--- src/rtl/router_sw_alloc_pkg.sv ---
// Shared constants for the 5-port mesh router switch allocator: port indices,
// route-computation output codes and small index helpers.
package router_sw_alloc_pkg;

    localparam int NUM_PORTS = 5;
    localparam int IDX_W     = 3;

    typedef enum logic [IDX_W-1:0] {
        PORT_LOCAL = 3'd0,
        PORT_X1    = 3'd1,
        PORT_X2    = 3'd2,
        PORT_Y1    = 3'd3,
        PORT_Y2    = 3'd4
    } port_idx_e;

    // Codes produced by route computation; 3'd6 and 3'd7 are unused.
    typedef enum logic [IDX_W-1:0] {
        EMPTY          = 3'd0,
        OUT_LOCAL_PORT = 3'd1,
        OUT_X1_PORT    = 3'd2,
        OUT_X2_PORT    = 3'd3,
        OUT_Y1_PORT    = 3'd4,
        OUT_Y2_PORT    = 3'd5
    } port_code_e;

    function automatic logic [NUM_PORTS-1:0] decode_port(input logic [IDX_W-1:0] code);
        logic [NUM_PORTS-1:0] oh;
        oh = '0;
        case (code)
            EMPTY:          oh = '0;
            OUT_LOCAL_PORT: oh[PORT_LOCAL] = 1'b1;
            OUT_X1_PORT:    oh[PORT_X1]    = 1'b1;
            OUT_X2_PORT:    oh[PORT_X2]    = 1'b1;
            OUT_Y1_PORT:    oh[PORT_Y1]    = 1'b1;
            OUT_Y2_PORT:    oh[PORT_Y2]    = 1'b1;
            default:        oh = '0;
        endcase
        return oh;
    endfunction

    function automatic logic [IDX_W-1:0] next_idx(input logic [IDX_W-1:0] idx);
        return (idx >= IDX_W'(NUM_PORTS - 1)) ? '0 : idx + 1'b1;
    endfunction

endpackage

--- src/rtl/router_sw_alloc_rr_arbiter.sv ---
// Round-robin pick among 5 requesters starting at ptr; purely combinational, zero latency.
// No backpressure handling here: the caller gates the pick with downstream credit.
module rr_arbiter
    import router_sw_alloc_pkg::*;
(
    input  logic [NUM_PORTS-1:0] req,
    input  logic [IDX_W-1:0]     ptr,
    output logic [NUM_PORTS-1:0] gnt,
    output logic [IDX_W-1:0]     gnt_idx
);

    logic [IDX_W-1:0] idx;
    logic             found;

    always_comb begin
        gnt     = '0;
        gnt_idx = '0;
        found   = 1'b0;
        idx     = (ptr < IDX_W'(NUM_PORTS)) ? ptr : '0;
        for (int k = 0; k < NUM_PORTS; k++) begin
            if (!found && req[idx]) begin
                gnt[idx] = 1'b1;
                gnt_idx  = idx;
                found    = 1'b1;
            end
            idx = next_idx(idx);
        end
    end

endmodule

--- src/rtl/router_sw_alloc.sv ---
// Wormhole switch allocator for a 5-port router; zero-cycle grant, one input per output.
// Backpressure: an output without out_ready fires nothing and keeps its pointer, lock and owner.
module router_sw_alloc
    import router_sw_alloc_pkg::*;
(
    input  logic                       clk,
    input  logic                       rst_n,
    input  logic [NUM_PORTS-1:0]       in_valid,
    input  logic [NUM_PORTS*IDX_W-1:0] in_port,
    input  logic [NUM_PORTS-1:0]       in_tail,
    input  logic [NUM_PORTS-1:0]       out_ready,
    output logic [NUM_PORTS-1:0]       grant,
    output logic [NUM_PORTS-1:0]       out_fire,
    output logic [NUM_PORTS*IDX_W-1:0] out_sel,
    output logic [NUM_PORTS-1:0]       out_locked
);

    logic [NUM_PORTS-1:0] dest     [NUM_PORTS];
    logic [NUM_PORTS-1:0] req_out  [NUM_PORTS];
    logic [NUM_PORTS-1:0] arb_gnt  [NUM_PORTS];
    logic [IDX_W-1:0]     arb_idx  [NUM_PORTS];
    logic [NUM_PORTS-1:0] win_oh   [NUM_PORTS];
    logic [IDX_W-1:0]     win_idx  [NUM_PORTS];
    logic [IDX_W-1:0]     ptr_q    [NUM_PORTS];
    logic [IDX_W-1:0]     owner_q  [NUM_PORTS];
    logic [NUM_PORTS-1:0] locked_q;

    for (genvar i = 0; i < NUM_PORTS; i++) begin : g_dec
        assign dest[i] = in_valid[i] ? decode_port(in_port[i*IDX_W +: IDX_W]) : '0;
    end

    // Transpose per-input destinations into per-output request vectors.
    always_comb begin
        for (int o = 0; o < NUM_PORTS; o++) begin
            req_out[o] = '0;
            for (int i = 0; i < NUM_PORTS; i++) begin
                req_out[o][i] = dest[i][o];
            end
        end
    end

    for (genvar o = 0; o < NUM_PORTS; o++) begin : g_arb
        rr_arbiter u_arb (
            .req     (req_out[o]),
            .ptr     (ptr_q[o]),
            .gnt     (arb_gnt[o]),
            .gnt_idx (arb_idx[o])
        );
    end

    // A locked output only considers its owner; an owner that stops requesting it is a bubble.
    always_comb begin
        grant    = '0;
        out_fire = '0;
        out_sel  = '0;
        for (int o = 0; o < NUM_PORTS; o++) begin
            if (locked_q[o]) begin
                win_oh[o]  = req_out[o] & (NUM_PORTS'(1) << owner_q[o]);
                win_idx[o] = owner_q[o];
            end else begin
                win_oh[o]  = arb_gnt[o];
                win_idx[o] = arb_idx[o];
            end
            if (out_ready[o] && (|win_oh[o])) begin
                out_fire[o]                = 1'b1;
                out_sel[o*IDX_W +: IDX_W]  = win_idx[o];
                grant                      = grant | win_oh[o];
            end
        end
    end

    always_ff @(posedge clk or negedge rst_n) begin
        if (!rst_n) begin
            for (int o = 0; o < NUM_PORTS; o++) begin
                ptr_q[o]   <= '0;
                owner_q[o] <= '0;
            end
            locked_q <= '0;
        end else begin
            for (int o = 0; o < NUM_PORTS; o++) begin
                if (out_fire[o]) begin
                    ptr_q[o] <= next_idx(win_idx[o]);
                    if (in_tail[win_idx[o]]) begin
                        locked_q[o] <= 1'b0;
                    end else begin
                        locked_q[o] <= 1'b1;
                        owner_q[o]  <= win_idx[o];
                    end
                end
            end
        end
    end

    assign out_locked = locked_q;

endmodule

--- config.mk ---
export PLATFORM = sky130hd
export DESIGN_NAME = router_sw_alloc
export DESIGN_NICKNAME = d
export VERILOG_FILES = /design/src/rtl/router_sw_alloc_pkg.sv /design/src/rtl/router_sw_alloc_rr_arbiter.sv /design/src/rtl/router_sw_alloc.sv
export SDC_FILE = /design/constraint.sdc
export NUM_CORES = 1
export LEC_CHECK = 0
export BUFFER_PORTS_ARGS = -buffer_cell sky130_fd_sc_hd__buf_2
export CORE_MARGIN = 3
export CORE_UTILIZATION = 68
export DETAILED_ROUTE_END_ITERATION = 6
export GPL_ROUTABILITY_DRIVEN = 0
export GPL_TIMING_DRIVEN = 1
export PLACE_DENSITY = 0.95
export SYNTH_ARGS = -nofsm -noshare
export SYNTH_HDL_FRONTEND = slang
export SYNTH_SLANG_ARGS = --single-unit
--- constraint.sdc ---
create_clock -name clk -period 13.3 [get_ports clk]
set_input_delay 0 -clock clk [delete_from_list [all_inputs] [get_ports clk]]
set_output_delay 0 -clock clk [all_outputs]
set_load 0.01 [all_outputs]
==> results of run 1 <==
==> critical path: stages, from the launching register on <==
cell and delay [ns]:
dfrtp_1 0.66, nand2b_1 0.30, inv_1 0.17, ha_1 0.42, o21bai_1 0.24, a2111oi_4 0.48
ha_1 0.31, nand2b_1 0.18, inv_1 0.07, ha_1 0.34, nor2_1 0.17, o21ai_0 0.15
o21a_1 0.23, o2111ai_1 0.12, nor2_1 0.08, a221oi_1 0.33, a21oi_1 0.09, o41ai_2 0.93
nor2_1 0.14, or3_1 0.44, buf_2 0.16
==> sequential cells by signal, indices dropped and copies added, names as in the netlist <==
name,cells
owner_q,15
out_locked,5
ptr_q,15
==> cell usage in the layout (no fill, tap or decap), drive strengths merged, types with 14 or more instances in the layout <==
cell type  count
a211oi        16
a21oi         45
a221oi        15
a31oi         19
and3          15
buf           64
dfrtp         35
ha            28
inv           68
mux2          14
mux2i         25
nand2         91
nand2b        20
nand3         46
nand4         16
nand4b        16
nor2          88
nor2b         18
nor3          36
nor4          21
o211ai        15
o21ai         68
==> cell type report <==
cell class | instances | area [sq um]
Sequential cell | 35 | 876
Clock inverter | 2 | 37.5
Tap cell | 140 | 175
Fill cell | 792 | 2830
Timing Repair Buffer | 65 | 338
Inverter | 68 | 255
Clock buffer | 5 | 125
Multi-Input combinational cell | 887 | 6300
==> cells in the mapped netlist, types with 12 or more instances <==
cell type  instances  share of area, %
and3_1            14               1.1
a31oi_1           19               1.6
a21oi_1           45               2.9
nand4_1           16               1.3
a211o_1           12               1.4
nand3_1           46               3.0
inv_1             61               3.0
nand2_1           88               4.3
nand4b_1          16               1.8
and4b_1           12               1.6
o21ai_0           57               3.7
nand2b_1          18               1.5
nor4_1            21               1.7
clkbuf_1          16              0.78
buf_2             25               1.6
ha_1              28               4.6
dfrtp_1           35                11
o211ai_1          15               1.5
nor3_1            35               2.3
nor2_1            87               4.3
mux2i_1           25               3.3
nor2b_1           18               1.5
==> what timing repair did <==
action,4_1_cts,5_1_grt
hold endpoints to repair,35,0
setup endpoints to repair,0,0
setup buffers,0,0
hold buffers,1,0
==> cells by family after synthesis <==
| group | share of synthesized area, % |
|---|---|
| simple gates | 36.0 |
| compound gates | 35.5 |
| fa+ha+maj | 4.58 |
| xor+xnor | 0.343 |
| flops | 11.4 |
| buf+inv | 6.21 |
| mux | 5.92 |
==> path summary, 6_finish.rpt <==
check | start | end | slack [ns]
setup / recovery | ptr_q[2]$_DFFE_PN0P_ | grant[4] | 6.96
hold / removal | out_ready[2] | ptr_q[6]$_DFFE_PN0P_ | 0.09
setup reg to reg | ptr_q[2]$_DFFE_PN0P_ | owner_q[0]$_DFFE_PN0P_ | 7.31
hold reg to reg | owner_q[11]$_DFFE_PN0P_ | owner_q[11]$_DFFE_PN0P_ | 0.57
max in group asynchronous | rst_n | out_locked[2]$_DFFE_PN0P_ | 12.39
min in group asynchronous | rst_n | ptr_q[4]$_DFFE_PN0P_ | 0.37
==> through the flow <==
step / util [%] / worst slack [ns]
final: 74.2 / 6.96
after floorplan: - / 8.32
after CTS: 74.2 / 7.19
after global routing: 74.2 / 6.65
after global placement: 72.6 / 7.76
after detailed placement: 72.6 / 7.49
==> routing by layer <==
metal	track usage (%)	up-vias
met5	0	-
met2	64.8	1045
met4	22.2	0
met3	9.60	258
li1	-	4150
met1	51.6	4346
==> flow_metrics.tcl, run 1 <==
set metrics [dict create \
    cts_buffer_depth 2 \
    postRouteAntennaNets 0 \
    cts_tree "yes" \
    finalInstanceArea_sq_um 8110 \
    yosysWarnings 0 \
    clock_latency_ns 0.28 \
    via_per_inst 8.15 \
    dp.cells 1194 \
    slew_violations 0 \
    ys_seq_area_share_pct 11.4 \
    fmax_mhz 158 \
    coreArea_sq_um 10900 \
    ctsResizeCount 0 \
    antenna_cells 0 \
    drt-initial-drc-count 1763 \
    hold_class "primary input to flip-flop" \
    synth_cell_types 104 \
    end_kind "output pin" \
    met3_length_um 3940 \
    violations "DRC" \
    hold_slack_ns 0.0943 \
    route.met2.wl_um 11700 \
    syn-cell-area_sq_um 7650 \
    cts_root_buf "clkbuf_16" \
    ys.flop_type "dfrtp_1" \
    setup_violations 0 \
    drt_first_pass_iters 7 \
    die_area_sq_um 12600 \
    track_usage_pct 40.9 \
    antenna_found_initial 0 \
    placed_cell_area_sq_um 7940 \
    drt-wirelength-per-cell_um 22.6 \
    syn_avg_cell_area_sq_um 7.39 \
    ios 62 \
    synth_nets 1096 \
    ys_ff_latch 35 \
    h-tree-depth 2 \
    die_w_um 112 \
    outcome "finished, violations left" \
    rsz0062_at_grt "false" \
    holdPathStages 4 \
    vias 9799 \
    die_height_um 112 \
    finClkSkew_ns 0.00256 \
    num_rows 38 \
    grt_remaining_overflow 0 \
    grt_pass1_vias 8904 \
    dp_hpwl_um 20000 \
    drc_errors 77 \
    port_buffers 61 \
    maxCapViolations 0 \
    fin_crit_sh_pct 47.6 \
    cp_max_fo 14 \
    nNetsFinal 1122 \
    hold_viol 0 \
    path_class "flip-flop to output pin" \
    grt_max_degree 36 \
    layout-drive-gt1-share_pct 14.4 \
    initial_core_util_pct 70.0 \
    startpoint_type "flip-flop" \
    slew-limit-headroom_pct 19.0 \
    arrival_ns 6.34 \
    wl_met1_um 9600 \
    postRouteWirelength_um 27100 \
    final_cell_count_no_fill 1202 \
    numCtsBuffers 5 \
    synth_edf_count 0 \
    period_minus_slack_ns 6.34 \
    grt_pass1_wl_um 43800 \
    top_layer "met4" \
    syn2layout_area_growth_pct 5.95 \
    fin_setup_tns_ns 0 \
    clkTransAtPathRegs_ns 0.06 \
    cp_data_required_time_ns 13.30 \
    synthCells 1036 \
    tightest_slew_ns 1.20 \
    r2r_cells 19 \
    cts.sink_count 35 \
    async_flop_share_pct 100 \
]
Power of run 1 is not shown: default switching activity piles up to over one toggle a cycle in this logic, so the estimate is an artifact.
==> run 2: changes to the inputs <==
--- a/config.mk
+++ b/config.mk
@@ -7,11 +7,11 @@
 export LEC_CHECK = 0
 export BUFFER_PORTS_ARGS = -buffer_cell sky130_fd_sc_hd__buf_2
 export CORE_MARGIN = 3
-export CORE_UTILIZATION = 68
+export CORE_UTILIZATION = 63
 export DETAILED_ROUTE_END_ITERATION = 6
 export GPL_ROUTABILITY_DRIVEN = 0
 export GPL_TIMING_DRIVEN = 1
-export PLACE_DENSITY = 0.95
+export PLACE_DENSITY = 0.91
 export SYNTH_ARGS = -nofsm -noshare
 export SYNTH_HDL_FRONTEND = slang
 export SYNTH_SLANG_ARGS = --single-unit
==> constraint.sdc (replaced) <==
create_clock -name clk -period 6 [get_ports clk]
set_input_delay 0 -clock clk [delete_from_list [all_inputs] [get_ports clk]]
set_output_delay 0 -clock clk [all_outputs]
set_load 0.01 [all_outputs]
==> run 2 against run 1 <==
  * The flow still finishes with violations (DRC)
  * Setup slack lost 6.8 ns
  * Cell count grew 1.1%
  * Sequential share of layout area down 0.12 points
  * Cell area rose by 1.3%
  * Hold slack better by 0.0020 ns
  * Clock skew is 0.00074 ns higher
  * Global-route usage fell by 3.0 points
  * Via count shrank 1.8%
  * Count of clock-buffer cells in the layout increased by 1
  * Wire length shrank 1.9%
  * Critical path type unchanged
  * Critical endpoint unchanged
  * Highest routed layer unchanged
==> flow_metrics.tcl, run 2 (synthesis results as in run 1) <==
set metrics [dict create \
    fmax_mhz 172 \
    numCtsBuffers 5 \
    grt_remaining_overflow 0 \
    num_rows 39 \
    clock_latency_ns 0.29 \
    die_height_um 116 \
    via_per_inst 7.92 \
    track_usage_pct 37.9 \
    layout_common_cells "nand2_1, nor2_1, inv_1, buf_2, o21ai_0" \
    port_buffers 61 \
    initial_core_util_pct 65.6 \
    violations "DRC" \
    cts_root_buf "clkbuf_16" \
    drt_first_pass_iters 7 \
    antenna_cells 0 \
    gr-usage-met1_pct 49.3 \
    period_minus_slack_ns 5.82 \
    cts.sink_count 35 \
    dp_hpwl_um 19600 \
    cpPeakStageDelay_ns 0.49 \
    end_kind "output pin" \
    final_common_cell "nand2_1" \
    ios 62 \
    slew_violations 0 \
    die_w_um 116 \
    hold_class "primary input to flip-flop" \
    die_area_sq_um 13500 \
    postRouteAntennaNets 0 \
    tightest_slew_ns 1.05 \
    h-tree-depth 2 \
    crit_chain "nand2b_1 -> inv_1 -> ha_2 -> o21bai_1 -> a2111oi_4 -> ha_1 -> nand2b_1 -> inv_1 -> ha_1 -> nor2_1 -> o21ai_0 -> o21a_1 -> o2111ai_1 -> o32ai_1 -> a211oi_1 -> o211ai_1 -> o41ai_2 -> buf_4 -> nor2_1 -> or3_1 -> buf_2" \
    syn2layout_area_growth_pct 7.29 \
    grtUsageMet3_pct 8.81 \
    startpoint_type "flip-flop" \
    clkTransAtPathRegs_ns 0.06 \
    hold_viol 0 \
    drt-initial-drc-count 1361 \
    antenna_found_initial 0 \
    fin_setup_tns_ns 0 \
    setup_violations 0 \
    grt_pass1_wl_um 42100 \
    arrival_ns 5.82 \
    grt_max_degree 36 \
    layout-drive-gt1-share_pct 15.7 \
    cts_buffer_depth 2 \
    cp_data_required_time_ns 6.00 \
    cpMaxStageDelayCell "dfrtp_2" \
    grt-busiest-layer "met2" \
    drc_errors 3 \
    coreArea_sq_um 11700 \
    crit_family "compound AO/OA/AOI/OAI gates" \
    cp_num_buf_inv 4 \
    cts_tree "yes" \
    fin_crit_sh_pct 97.1 \
    drt-wirelength-per-cell_um 21.9 \
    reg2reg_slack_ns 0.35 \
    vias 9627 \
    rsz0062_at_grt "false" \
    maxCapViolations 0 \
    grt_util_met2_pct 58.1 \
    finClkSkew_ns 0.00330 \
    nNetsFinal 1131 \
    cp_max_fo 11 \
    outcome "finished, violations left" \
    path_class "flip-flop to output pin" \
    slew-limit-headroom_pct 29.3 \
    postRouteWirelength_um 26600 \
    grt_pass1_vias 8647 \
]
## run 2: cell types whose count changed in the layout (fill, tap and decap cells not counted), sizes merged
cell	change
clkinv	+1
buf	+9
clkinvlp	-1
clkbuf	+1
## run 2: path summary, 6_finish.rpt
check | startpoint | end | depth (start not counted)
setup / recovery | ptr_q[0]$_DFFE_PN0P_ | grant[4] | 21
hold / removal | out_ready[1] | ptr_q[11]$_DFFE_PN0N_ | 3
setup reg to reg | ptr_q[14]$_DFFE_PN0N_ | owner_q[13]$_DFFE_PN0P_ | 20
hold reg to reg | owner_q[8]$_DFFE_PN0P_ | owner_q[8]$_DFFE_PN0P_ | 1
max in group asynchronous | rst_n | ptr_q[0]$_DFFE_PN0P_ | 2
min in group asynchronous | rst_n | ptr_q[4]$_DFFE_PN0P_ | 2
## run 2: final cells by class
type | count | area, sq um
multi-input cells | 887 | 6320
clock buffers | 6 | 139
inverters | 68 | 255
fillers | 887 | 3450
repair buffers | 74 | 405
well taps | 143 | 179
flip-flops and latches | 35 | 877
clock inverters | 2 | 35.0
## run 2: tightest hold or removal path: cells and delay by family
kind                   cells  cell delay [ns]
AOI/OAI and AO/OA          2             0.17
buffers and inverters      1             0.16
## run 2: metal layers
metal | wire [um] | vias up
met2 | 11400 | 913
met4 | 1610 | 0
met5 | 0 | -
li1 | - | 4170
met1 | 9680 | 4334
met3 | 3930 | 210
## run 2: timing repair
action	CTS	global route
gates resized for setup	0	6
setup buffers	0	1
endpoints found under the hold margin	35	0
endpoints found under the setup margin	0	9
hold buffers	1	0
## run 2: per-stage QoR
stage | utilization, % | setup WS [ns] | hold WS (ns) | instances | cell area [sq um]
3_5_place_dp | 68.6 | 0.426 | 0.138 | 1205 | 8000
6_report | 70.4 | 0.176 | 0.0963 | 1215 | 8210
2_1_floorplan | - | 1.02 | -0.296 | 1036 | 7650
5_1_grt | 70.4 | 0.00103 | 0.129 | 1215 | 8210
3_3_place_gp | 68.6 | 0.638 | 0.144 | 1205 | 8000
4_1_cts | 70.2 | 0.147 | 0.0944 | 1214 | 8190
Power of run 2 is left out for the same reason.
